**config.mk**
```make
export PLATFORM = sky130hd
export DESIGN_NAME = uart_tx_serializer
export DESIGN_NICKNAME = d
export VERILOG_FILES = /design/src/rtl/uart_tx_serializer.sv
export SDC_FILE = /design/constraint.sdc
export NUM_CORES = 1
export LEC_CHECK = 0
export BUFFER_PORTS_ARGS = -buffer_cell sky130_fd_sc_hd__buf_2
export CAP_MARGIN = 40
export CORE_ASPECT_RATIO = 0.5
export CORE_MARGIN = 2
export CORE_UTILIZATION = 42
export CTS_BUF_LIST = sky130_fd_sc_hd__clkbuf_8
export DETAILED_ROUTE_END_ITERATION = 10
export GPL_TIMING_DRIVEN = 0
export PLACE_DENSITY = 0.67
export SYNTH_ARGS = -nofsm -noshare
export SYNTH_HDL_FRONTEND = slang
export SYNTH_SLANG_ARGS = --single-unit
```
**constraint.sdc**
```tcl
create_clock -name sample_Clk -period 4.2 [get_ports sample_Clk]
set_input_delay 1.26 -clock sample_Clk [delete_from_list [all_inputs] [get_ports sample_Clk]]
set_output_delay 1.26 -clock sample_Clk [all_outputs]
set_load 0.005 [all_outputs]
```
**src/rtl/uart_tx_serializer.sv**
```systemverilog
// rtl/uart_tx_serializer.sv - UART transmit serializer with optional parity and 1/2 stop bits
//
// Captures tx_Data on the single-cycle tx_Start pulse and shifts it out LSB
// first as start bit, 8 data bits, optional parity bit and STOP_BITS stop bits.
// Every bit lasts CLKS_PER_BIT cycles of sample_Clk.
//
// Ports:
//   sample_Clk  in   1  clock, rising edge
//   reset       in   1  asynchronous, active-high reset
//   tx_Start    in   1  one-cycle send request (ignored while busy)
//   tx_Data     in   8  byte to send, sampled with tx_Start
//   tx_Serial   out  1  registered serial line, idles high
//   tx_Busy     out  1  high while a frame is on the line
//   tx_Done     out  1  one-cycle pulse when the last stop bit ends

module uart_tx_serializer #(
  parameter int CLKS_PER_BIT = 16,
  parameter int PARITY_EN    = 0,
  parameter int PARITY_ODD   = 0,
  parameter int STOP_BITS    = 1
) (
  input  logic       sample_Clk,
  input  logic       reset,
  input  logic       tx_Start,
  input  logic [7:0] tx_Data,
  output logic       tx_Serial,
  output logic       tx_Busy,
  output logic       tx_Done
);

  localparam int BAUD_W = $clog2(CLKS_PER_BIT);
  localparam logic [BAUD_W-1:0] BAUD_LAST = BAUD_W'(CLKS_PER_BIT - 1);
  localparam logic STOP_LAST = 1'(STOP_BITS - 1);
  localparam logic PAR_ODD   = 1'(PARITY_ODD);

  localparam logic [2:0] ST_IDLE   = 3'd0;
  localparam logic [2:0] ST_START  = 3'd1;
  localparam logic [2:0] ST_DATA   = 3'd2;
  localparam logic [2:0] ST_PARITY = 3'd3;
  localparam logic [2:0] ST_STOP   = 3'd4;

  generate
    if (CLKS_PER_BIT < 2 || STOP_BITS < 1 || STOP_BITS > 2) begin : g_bad_params
      $error("uart_tx_serializer: CLKS_PER_BIT must be >= 2 and STOP_BITS must be 1 or 2");
    end
  endgenerate

  logic [2:0]        state_q, state_d;
  logic [BAUD_W-1:0] baud_q,  baud_d;
  logic [2:0]        bit_q,   bit_d;
  logic              stop_q,  stop_d;
  logic [7:0]        data_q,  data_d;
  logic              serial_q, serial_d;
  logic              busy_q,  busy_d;
  logic              done_q,  done_d;

  logic baud_last;
  assign baud_last = (baud_q == BAUD_LAST);

  // tx_Serial is registered, so serial_d is the level of the bit that the
  // next state will drive; each transition loads the first cycle of the new bit.
  always_comb begin
    state_d  = state_q;
    baud_d   = baud_q;
    bit_d    = bit_q;
    stop_d   = stop_q;
    data_d   = data_q;
    serial_d = serial_q;
    busy_d   = busy_q;
    done_d   = 1'b0;

    case (state_q)
      ST_IDLE: begin
        serial_d = 1'b1;
        busy_d   = 1'b0;
        if (tx_Start) begin
          data_d   = tx_Data;
          baud_d   = '0;
          bit_d    = '0;
          stop_d   = 1'b0;
          state_d  = ST_START;
          serial_d = 1'b0;
          busy_d   = 1'b1;
        end
      end

      ST_START: begin
        if (baud_last) begin
          baud_d   = '0;
          bit_d    = '0;
          state_d  = ST_DATA;
          serial_d = data_q[0];
        end else begin
          baud_d = baud_q + 1'b1;
        end
      end

      ST_DATA: begin
        if (baud_last) begin
          baud_d = '0;
          if (bit_q == 3'd7) begin
            if (PARITY_EN != 0) begin
              state_d  = ST_PARITY;
              serial_d = (^data_q) ^ PAR_ODD;
            end else begin
              state_d  = ST_STOP;
              serial_d = 1'b1;
            end
          end else begin
            bit_d    = bit_q + 3'd1;
            serial_d = data_q[bit_q + 3'd1];
          end
        end else begin
          baud_d = baud_q + 1'b1;
        end
      end

      ST_PARITY: begin
        if (baud_last) begin
          baud_d   = '0;
          state_d  = ST_STOP;
          serial_d = 1'b1;
        end else begin
          baud_d = baud_q + 1'b1;
        end
      end

      ST_STOP: begin
        serial_d = 1'b1;
        if (baud_last) begin
          baud_d = '0;
          if (stop_q == STOP_LAST) begin
            // Back in IDLE during the tx_Done cycle, so a tx_Start arriving
            // with the pulse is accepted and frames run back to back.
            state_d = ST_IDLE;
            busy_d  = 1'b0;
            done_d  = 1'b1;
          end else begin
            stop_d = 1'b1;
          end
        end else begin
          baud_d = baud_q + 1'b1;
        end
      end

      default: begin
        state_d  = ST_IDLE;
        serial_d = 1'b1;
        busy_d   = 1'b0;
      end
    endcase
  end

  always_ff @(posedge sample_Clk or posedge reset) begin
    if (reset) begin
      state_q  <= ST_IDLE;
      baud_q   <= '0;
      bit_q    <= '0;
      stop_q   <= 1'b0;
      data_q   <= '0;
      serial_q <= 1'b1;
      busy_q   <= 1'b0;
      done_q   <= 1'b0;
    end else begin
      state_q  <= state_d;
      baud_q   <= baud_d;
      bit_q    <= bit_d;
      stop_q   <= stop_d;
      data_q   <= data_d;
      serial_q <= serial_d;
      busy_q   <= busy_d;
      done_q   <= done_d;
    end
  end

  assign tx_Serial = serial_q;
  assign tx_Busy   = busy_q;
  assign tx_Done   = done_q;

endmodule

```
==> flow_metrics.py, run 1 <==
metrics = {
    "cts": {
        "cts_tree": "built",
        "cts_hold_buf": 0,
        "clock_latency_ns": 0.26,
        "clockBufferDepth": 2,
        "postCtsSetupBuffers": 0,
        "clk_pin_slew_ns": 0.08,
        "cts_buffers": 3,
        "cts_resized": 0,
        "htree_levels": 1,
        "clock-root-buffer": "clkbuf_8",
        "cts.sinks": 21,
    },
    "route": {
        "wirelength_um": 2110,
        "drtPass1Iterations": 4,
        "post_drt_via_cell_ratio": 5.37,
        "vias": 854,
        "drt_iter0_drc": 77,
        "routedWlPerCell_um": 13.2,
        "ant_nets": 0,
        "drc_errors": 0,
    },
    "global_routing": {
        "grt_pass1_vias": 779,
        "grt_pass1_wl_um": 3770,
        "grt_max_degree": 22,
        "antenna_found_initial": 0,
        "overflow": 0,
        "grt_usage_pct": 14.7,
    },
    "worst_setup_path": {
        "cp-end-kind": "output port",
        "crit_type": "reg -> out",
        "slowest_delay_ns": 0.54,
        "crit_family": "flip-flops",
        "slowest_stage": "dfstp_2",
        "critPathArrivalTime_ns": 0.92,
        "path_max_fanout": 3,
        "required_ns": 2.94,
        "crit_start": "tx_Serial$_DFFE_PP1P_",
        "reg2reg_from": "bit_q[0]$_DFFE_PP0P_",
        "cp.buffers_inverters": 1,
        "worstPathCellList": "buf_2",
        "cp-start-kind": "register",
    },
    "power_and_ir_drop": {
        "p_leak_nw": 0.617,
        "power_mw": 0.344,
        "p_per_area_nw_per_um2": 258,
        "irDropWorstVdd_mv": 0.173,
    },
    "logic_synthesis": {
        "netlist_area_um2": 1180,
        "synth.avg_cell_area_um2": 11.2,
        "syn-num-nets": 119,
        "synth_cell_types": 41,
        "post-synth-top-count-cell": "dfrtp_1",
        "yosysWarningCount": 0,
        "synthArstFlopShare_pct": 100,
        "netlist_instances": 105,
        "synth.top_cells.by_count": "dfrtp_1 (20), mux2_2 (9), o21ai_0 (6)",
        "yosysSeqAreaShare_pct": 44.8,
        "netlist.area_leader.share_pct": 42.6,
        "synthFlopType": "dfrtp_1",
        "synth_top_area_cell": "dfrtp_1",
        "synth_edf_count": 0,
        "synth_area_leaders": "dfrtp_1 (43%), mux2_2 (8.6%), mux2i_1 (4.3%), ha_1 (3.2%), o21ai_0 (2.6%)",
        "ys_ff_latch": 21,
    },
    "cells_and_area": {
        "multi_input_area_um2": 593,
        "diodes": 0,
        "drive_above_1_share_pct": 32.8,
        "ff_latch_area_um2": 527,
        "n_fill_cell": 254,
        "fin_nets": 137,
        "final_area_um2": 1330,
        "syn_to_final_growth_pct": 13.3,
    },
    "die": {
        "start_util_pct": 44.6,
        "dieArea_um2": 3270,
        "ioPinCount": 14,
        "fp-row-count": 13,
        "die_w_um": 78.8,
        "die_h_um": 41.4,
        "core_um2": 2640,
    },
    "timing": {
        "final-setup-viol-count": 0,
        "rsz0062_at_grt": "false",
        "holdWs_ns": 0.476,
        "tightest_slew_ns": 0.792,
        "finClkSkew_ns": 0.00607,
        "period_needed_ns": 2.18,
        "max_freq_ghz": 0.459,
        "worst_slack_ns": 2.02,
        "finalHoldViolations": 0,
        "fin_setup_tns_ns": 0,
        "timing.final.crit_share_pct": 51.8,
        "slew_violations": 0,
        "maxSlewHeadroom_pct": 47.2,
    },
    "place": {
        "pre_cts_slack_ns": 1.98,
        "dp_hpwl_um": 1550,
        "gp_congestion": 0.777,
        "io_buffer_count": 13,
        "placed_area_um2": 1290,
    },
    "flow_run": {
        "cap_viol_max_count": 0,
    },
    "min_path": {
        "hp-class": "reg -> reg",
        "min_from": "tx_Busy$_DFFE_PP0P_",
    },
    "status": {
        "status": "complete, no violations",
    },
}
==> cell families (layout without fill, tap and decap cells) <==
logic type	Yosys count	count (layout)	synth area share (%)
buffers and inverters	9	26	4.79
XOR/XNOR	1	1	0.745
flip-flops	21	21	44.8
adder cells (fa/ha/maj)	4	4	4.15
multiplexers	15	15	14.1
AO/OA/AOI/OAI	23	23	13.0
AND/OR/NAND/NOR	32	32	18.4
==> worst paths after layout <==
path | cells past startpoint | end | slack (ns)
max | 1 | tx_Serial | 2.02
min | 1 | tx_Busy$_DFFE_PP0P_ | 0.48
max reg2reg | 7 | tx_Serial$_DFFE_PP1P_ | 2.43
min reg2reg | 1 | tx_Busy$_DFFE_PP0P_ | 0.48
max in group asynchronous | 2 | bit_q[2]$_DFFE_PP0P_ | 2.57
min in group asynchronous | 2 | data_q[0]$_DFFE_PP0P_ | 1.13
==> where the power goes <==
group          leakage [nW]  switching [mW]  total [mW]  internal [mW]
clock network        0.0269          0.0671       0.132         0.0652
registers             0.270               0       0.202          0.202
logic                 0.320         0.00561     0.00910        0.00349
==> through the flow <==
stage               cells  util [%]
floorplan             105         -
global placement      155      48.9
detailed placement    155      48.9
CTS                   159      50.6
global route          159      50.6
finish                159      50.6
==> placed cells by master, fill, tap and decap left out, types with 2 or more instances in the layout <==
| cell | netlist | final |
|---|---|---|
| nor2_1 | 3 | 3 |
| and3_1 | 2 | 2 |
| o21ai_0 | 6 | 6 |
| buf_2 | 2 | 15 |
| ha_1 | 3 | 3 |
| buf_6 | 2 | 2 |
| clkbuf_8 | 0 | 3 |
| dfrtp_1 | 20 | 20 |
| inv_1 | 3 | 4 |
| nand2_1 | 4 | 4 |
| a221oi_1 | 2 | 2 |
| a22o_1 | 3 | 3 |
| a22oi_1 | 2 | 2 |
| a21o_1 | 2 | 2 |
| nor3_1 | 2 | 2 |
| nand2b_1 | 3 | 3 |
| a21oi_1 | 5 | 5 |
| mux2i_1 | 5 | 5 |
| nand3_1 | 5 | 5 |
| mux2_2 | 9 | 9 |
==> registers in the layout, summed over array words and instances (netlist names) <==
name and flops:
data_q 8, tx_Busy 1, baud_q 4, bit_q 3
state_q 3, tx_Serial 1, tx_Done 1
==> metal layers <==
metal / track usage, % / vias up / wire length, um
met3: 4.57 / 5 / 67
li1: - / 418 / -
met5: 0 / - / 0
met2: 22.6 / 15 / 941
met1: 20.8 / 416 / 1070
met4: 3.10 / 0 / 24
==> final cells by class <==
type | count | area share [%]
Tap cell | 37 | 3.47
Multi-Input combinational cell | 75 | 44.5
Buffer | 6 | 3.38
Inverter | 3 | 0.845
Clock buffer | 3 | 3.10
Timing Repair Buffer | 13 | 4.88
Sequential cell | 21 | 39.5
Clock inverter | 1 | 0.282
Note: power is estimated with default switching activity, not from simulation.
==> run 2: changes to the inputs <==
--- a/config.mk
+++ b/config.mk
@@ -5,6 +5,7 @@
 export SDC_FILE = /design/constraint.sdc
 export NUM_CORES = 1
 export LEC_CHECK = 0
+export ABC_AREA = 1
 export BUFFER_PORTS_ARGS = -buffer_cell sky130_fd_sc_hd__buf_2
 export CAP_MARGIN = 40
 export CORE_ASPECT_RATIO = 0.5
==> constraint.sdc (replaced) <==
create_clock -name sample_Clk -period 2.1 [get_ports sample_Clk]
set_input_delay 0.63 -clock sample_Clk [delete_from_list [all_inputs] [get_ports sample_Clk]]
set_output_delay 0.63 -clock sample_Clk [all_outputs]
set_load 0.005 [all_outputs]
==> run 2 against run 1 <==
Final area is 4.5% lower. Routed wire length is 4.8% lower. Sequential cell count stayed put. Worst hold slack worse by 0.13 ns. Critical endpoint is now bit_q[1]$_DFFE_PP0P_. Global-route usage hardly changed. Combinational power grew to 94 times the previous value. Clock power is 100% higher.
==> flow_metrics.py, run 2 <==
metrics = {
    "timing": {
        "maxSlewHeadroom_pct": 72.3,
        "final-setup-viol-count": 0,
        "period_needed_ns": 1.56,
        "tightest_slew_ns": 0.416,
        "worst_slack_ns": 0.542,
        "timing.final.crit_share_pct": 74.2,
        "finalHoldViolations": 0,
        "holdWs_ns": 0.344,
        "slew_violations": 0,
        "max_freq_ghz": 0.642,
        "fin_setup_tns_ns": 0,
        "rsz0062_at_grt": "false",
        "finClkSkew_ns": 0.00381,
    },
    "worst_setup_path": {
        "r2r_end": "bit_q[1]$_DFFE_PP0P_",
        "reg2reg_from": "bit_q[0]$_DFFE_PP0P_",
        "critPathArrivalTime_ns": 1.70,
        "r2r_cells": 10,
        "path_max_fanout": 7,
        "crit_start": "bit_q[0]$_DFFE_PP0P_",
        "required_ns": 2.25,
        "ff2ff_setup_slack_ns": 0.54,
        "cp-end-kind": "register",
        "cp-start-kind": "register",
        "cp-endpoint": "bit_q[1]$_DFFE_PP0P_",
        "crit_type": "reg -> reg",
    },
    "cells_and_area": {
        "ff_latch_area_um2": 527,
        "top_regs": "data_q: 8 flops, baud_q: 4 flops",
        "fin_nets": 172,
        "largest-register": "data_q",
        "drive_above_1_share_pct": 17.2,
        "multi_input_area_um2": 495,
        "diodes": 0,
        "final_cell_mix": "nand2_1 (42), nand3_1 (21), dfrtp_1 (20)",
        "largest_reg_flops": 8,
        "syn_to_final_growth_pct": 16.0,
        "layout_commonest_cell": "nand2_1",
        "final_area_um2": 1270,
        "n_fill_cell": 264,
    },
    "cts": {
        "cts_tree": "built",
        "postCtsSetupBuffers": 0,
        "cts_buffers": 3,
        "clockBufferDepth": 2,
        "htree_levels": 1,
        "cts_hold_buf": 0,
        "clk_pin_slew_ns": 0.08,
        "clock-root-buffer": "clkbuf_8",
        "clock_latency_ns": 0.26,
        "cts_resized": 0,
        "cts.sinks": 21,
    },
    "global_routing": {
        "antenna_found_initial": 0,
        "grt_usage_pct": 14.8,
        "grt_pass1_wl_um": 3280,
        "overflow": 0,
        "grt_max_degree": 14,
        "grt_pass1_vias": 707,
    },
    "route": {
        "routedWlPerCell_um": 10.3,
        "post_drt_via_cell_ratio": 4.65,
        "vias": 903,
        "drt_iter0_drc": 55,
        "drc_errors": 0,
        "drtPass1Iterations": 4,
        "ant_nets": 0,
        "wirelength_um": 2010,
    },
    "power_and_ir_drop": {
        "p_per_area_nw_per_um2": 1450,
        "irDropWorstVdd_mv": 0.645,
        "p_leak_nw": 0.685,
    },
    "logic_synthesis": {
        "syn-num-nets": 153,
        "synth.top_cells.by_count": "nand2_1 (42), nand3_1 (21), dfrtp_1 (20), inv_1 (17), nor2_1 (13)",
        "synth_top_area_cell": "dfrtp_1",
        "netlist_area_um2": 1100,
        "yosysWarningCount": 0,
        "post-synth-top-count-cell": "nand2_1",
        "netlist_instances": 139,
        "synth_cell_types": 19,
        "synth.avg_cell_area_um2": 7.89,
        "yosysSeqAreaShare_pct": 48.0,
        "synthFlopType": "dfrtp_1",
        "synth_edf_count": 0,
        "synthArstFlopShare_pct": 100,
        "netlist.area_leader.share_pct": 45.6,
        "ys_ff_latch": 21,
        "synth_area_leaders": "dfrtp_1 (46%), nand2_1 (14%), nand3_1 (9.6%), inv_1 (5.8%), nor2_1 (4.4%)",
    },
    "die": {
        "die_h_um": 40.1,
        "start_util_pct": 43.2,
        "core_um2": 2540,
        "fp-row-count": 13,
        "die_w_um": 76.3,
        "dieArea_um2": 3060,
        "ioPinCount": 14,
    },
    "status": {
        "status": "complete, no violations",
    },
    "place": {
        "gp_congestion": 0.769,
        "io_buffer_count": 13,
        "dp_hpwl_um": 1600,
        "pre_cts_slack_ns": 0.543,
        "placed_area_um2": 1220,
    },
    "min_path": {
        "hp-class": "in -> async",
    },
    "flow_run": {
        "cap_viol_max_count": 0,
    },
}
run 2: cell count changes in the layout (fill, tap and decap cells not counted), sizes merged, moves of 3 or more:
cell	delta
a22o	-3
nand3	+16
nand2b	-3
mux2i	-5
inv	+14
buf	-3
mux2	-6
nand2	+37
nor2	+9
run 2: critical path, stage by stage, from the launching register on:
cell,delay [ns]
dfrtp_1,0.46
ha_1,0.23
ha_1,0.19
nand2_1,0.07
inv_1,0.04
nor2_1,0.09
nand2_1,0.07
inv_1,0.07
nand2_1,0.10
nand2_1,0.07
o21ai_0,0.07
run 2: power by group:
part           leakage [nW]  switching (mW)  internal (mW)
clock network        0.0217           0.136          0.134
logic                 0.405           0.520          0.334
registers             0.258           0.141          0.586
total                 0.685           0.797           1.05
run 2: worst min-delay path by stage:
| stage | endpoint |
|---|---|
| 2_1_floorplan | bit_q[2]$_DFFE_PP0P_ |
| 3_3_place_gp | tx_Busy$_DFFE_PP0P_ |
| 3_5_place_dp | tx_Busy$_DFFE_PP0P_ |
| 4_1_cts | tx_Busy$_DFFE_PP0P_ |
| 5_1_grt | tx_Busy$_DFFE_PP0P_ |
| 6_report | tx_Busy$_DFFE_PP0P_ |
run 2: cell families after synthesis:
family	after synthesis	synth area share [%]
compound gates	9	4.10
xor+xnor	2	1.60
buf+inv	19	6.84
fa+ha+maj	3	3.42
mux	4	4.10
simple gates	81	31.9
flops	21	48.0
run 2: stage by stage:
step                util, %  total power, mW  std cells
finish                 50.1             1.85        194
global route           50.1             2.06        194
CTS                    50.1             1.88        194
detailed placement     48.2             1.60        190
global placement       47.6             1.57        189
floorplan                 -             1.39        139
run 2: routing by layer:
layer	up-vias	track usage (%)	part of all wire [%]
met4	0	5.45	1.3
met5	-	0	0
met1	404	20.1	52
met2	18	22.6	43
met3	2	4.73	3.5
li1	479	-	-
run 2: area by class of cell:
cell class                 instances  area share, %
tap                               37           3.64
multi-input combinational         99           38.9
clock inverter                     1          0.590
timing repair buffer              14           6.29
buffer                             1          0.590
clock buffer                       3           3.24
inverter                          18           5.31
sequential                        21           41.4
==> run 3: changes to the inputs <==
==> constraint.sdc (replaced) <==
create_clock -name sample_Clk -period 1.6 [get_ports sample_Clk]
set_input_delay 0.48 -clock sample_Clk [delete_from_list [all_inputs] [get_ports sample_Clk]]
set_output_delay 0.48 -clock sample_Clk [all_outputs]
set_load 0.005 [all_outputs]
==> run 3 against run 2 <==
Final cell count up 0.52%. Die area unchanged. Critical path depth unchanged. Sequential share of layout area down 0.58 points. Critical endpoint is now bit_q[0]$_DFFE_PP0P_. Core utilization up 0.84 points. Clock skew about the same. First-iteration DRC count down 5.5%. Clock-buffer cell count unchanged.
==> flow_metrics.py, run 3 (synthesized netlist as in run 2, its figures left out) <==
metrics = {
    "place": {
        "placed_area_um2": 1220,
        "io_buffer_count": 13,
        "dp_hpwl_um": 1600,
        "gp_congestion": 0.769,
    },
    "timing": {
        "max_freq_ghz": 0.690,
        "finalHoldViolations": 0,
        "fin_setup_tns_ns": 0,
        "timing.final.crit_share_pct": 90.6,
        "period_needed_ns": 1.45,
        "maxSlewHeadroom_pct": 72.7,
        "final-setup-viol-count": 0,
        "finClkSkew_ns": 0.00345,
        "slew_violations": 0,
        "rsz0062_at_grt": "false",
        "tightest_slew_ns": 0.409,
    },
    "worst_setup_path": {
        "reg2reg_from": "bit_q[0]$_DFFE_PP0P_",
        "r2r_cells": 10,
        "required_ns": 1.75,
        "critPathArrivalTime_ns": 1.60,
        "cp-end-kind": "register",
        "path_max_fanout": 5,
        "crit_type": "reg -> reg",
        "r2r_end": "bit_q[0]$_DFFE_PP0P_",
        "crit_start": "bit_q[0]$_DFFE_PP0P_",
        "cp-start-kind": "register",
        "cp-endpoint": "bit_q[0]$_DFFE_PP0P_",
        "ff2ff_setup_slack_ns": 0.15,
    },
    "route": {
        "drtPass1Iterations": 5,
        "wirelength_um": 2040,
        "vias": 919,
        "drt_iter0_drc": 52,
        "post_drt_via_cell_ratio": 4.71,
        "drc_errors": 0,
        "ant_nets": 0,
        "routedWlPerCell_um": 10.4,
    },
    "power_and_ir_drop": {
        "p_leak_nw": 0.690,
        "power_mw": 2.48,
        "irDropWorstVdd_mv": 0.858,
        "p_per_area_nw_per_um2": 1920,
    },
    "cts": {
        "cts_tree": "built",
        "clock-root-buffer": "clkbuf_8",
        "cts.sinks": 21,
        "htree_levels": 1,
        "clk_pin_slew_ns": 0.08,
        "clockBufferDepth": 2,
        "clock_latency_ns": 0.26,
        "cts_buffers": 3,
    },
    "cells_and_area": {
        "top_regs": "data_q: 8 flops, baud_q: 4 flops",
        "largest-register": "data_q",
        "largest_reg_flops": 8,
        "drive_above_1_share_pct": 20.3,
        "fin_nets": 173,
        "final_area_um2": 1290,
        "syn_to_final_growth_pct": 17.9,
        "final_util_pct": 51.0,
        "final_cell_mix": "nand2_1 (41), nand3_1 (19), dfrtp_1 (19)",
        "diodes": 0,
        "layout_commonest_cell": "nand2_1",
    },
    "die": {
        "start_util_pct": 43.2,
        "fp-row-count": 13,
        "die_h_um": 40.1,
        "dieArea_um2": 3060,
        "core_um2": 2540,
        "ioPinCount": 14,
        "die_w_um": 76.3,
    },
    "global_routing": {
        "grt_usage_pct": 14.8,
        "antenna_found_initial": 0,
        "grt_pass1_wl_um": 3280,
        "overflow": 0,
        "grt_pass1_vias": 707,
        "grt_max_degree": 14,
    },
    "flow_run": {
        "cap_viol_max_count": 0,
    },
    "status": {
        "status": "complete, no violations",
    },
    "min_path": {
        "hp-class": "in -> async",
    },
}
[run 3: cell types whose count changed in the layout (fill, tap and decap cells not counted)]
cell / change
o21ai_0: -1
nand3_1: -2
o21ai_1: +1
dfrtp_2: +1
buf_4: +1
dfrtp_1: -1
nand3_2: +2
nand2_1: -1
nand2_2: +1
[run 3: per-layer routing]
metal  vias to the layer above  wire length, um  track usage, %
li1                        484                -               -
met1                       414             1080            20.1
met2                        19              870            22.6
met3                         2               68            4.73
met4                         0               20            5.45
met5                         -                0               0
[run 3: report_power, final]
part / switching [mW] / leakage [nW] / internal (mW)
clock: 0.179 / 0.0217 / 0.176
sequential: 0.179 / 0.257 / 0.771
combinational: 0.717 / 0.411 / 0.459
total: 1.07 / 0.690 / 1.41
[run 3: worst min path at each step]
stage and end:
3_5_place_dp tx_Busy$_DFFE_PP0P_, 4_1_cts tx_Busy$_DFFE_PP0P_, 5_1_grt tx_Busy$_DFFE_PP0P_, 2_1_floorplan bit_q[2]$_DFFE_PP0P_
6_report tx_Busy$_DFFE_PP0P_, 3_3_place_gp tx_Busy$_DFFE_PP0P_
[run 3: final cells by class]
| cell class | instances | area [um2] |
|---|---|---|
| plain buffers | 1 | 7.51 |
| clock buffers | 3 | 41.3 |
| clock inverters | 1 | 7.51 |
| fillers | 262 | 1240 |
| inverters | 18 | 67.6 |
| multi-input cells | 99 | 508 |
| flip-flops and latches | 21 | 528 |
| well taps | 37 | 46.3 |
| repair buffers | 15 | 87.6 |
[run 3: critical path: stages (launching register included)]
cell	delay, ns
dfrtp_2	0.41
ha_1	0.20
ha_1	0.19
nand2_1	0.07
inv_1	0.04
nor2_1	0.09
nand2_1	0.07
inv_1	0.08
nand2_2	0.08
nand2_1	0.06
o21ai_0	0.06
[run 3: what timing repair did]
item | CTS | global route
hold buffers | 0 | 0
setup buffers | 0 | 1
gates resized for setup | 0 | 5
endpoints found under the setup margin | 0 | 6
[run 3: per-stage QoR]
step / hold WS [ns] / setup WS (ns) / std cells
2_1_floorplan: 0.448 / 0.173 / 139
3_3_place_gp: 0.456 / 0.0625 / 189
3_5_place_dp: 0.462 / 0.0430 / 190
4_1_cts: 0.196 / 0.0264 / 194
5_1_grt: 0.218 / 0.0120 / 195
6_report: 0.191 / 0.151 / 195
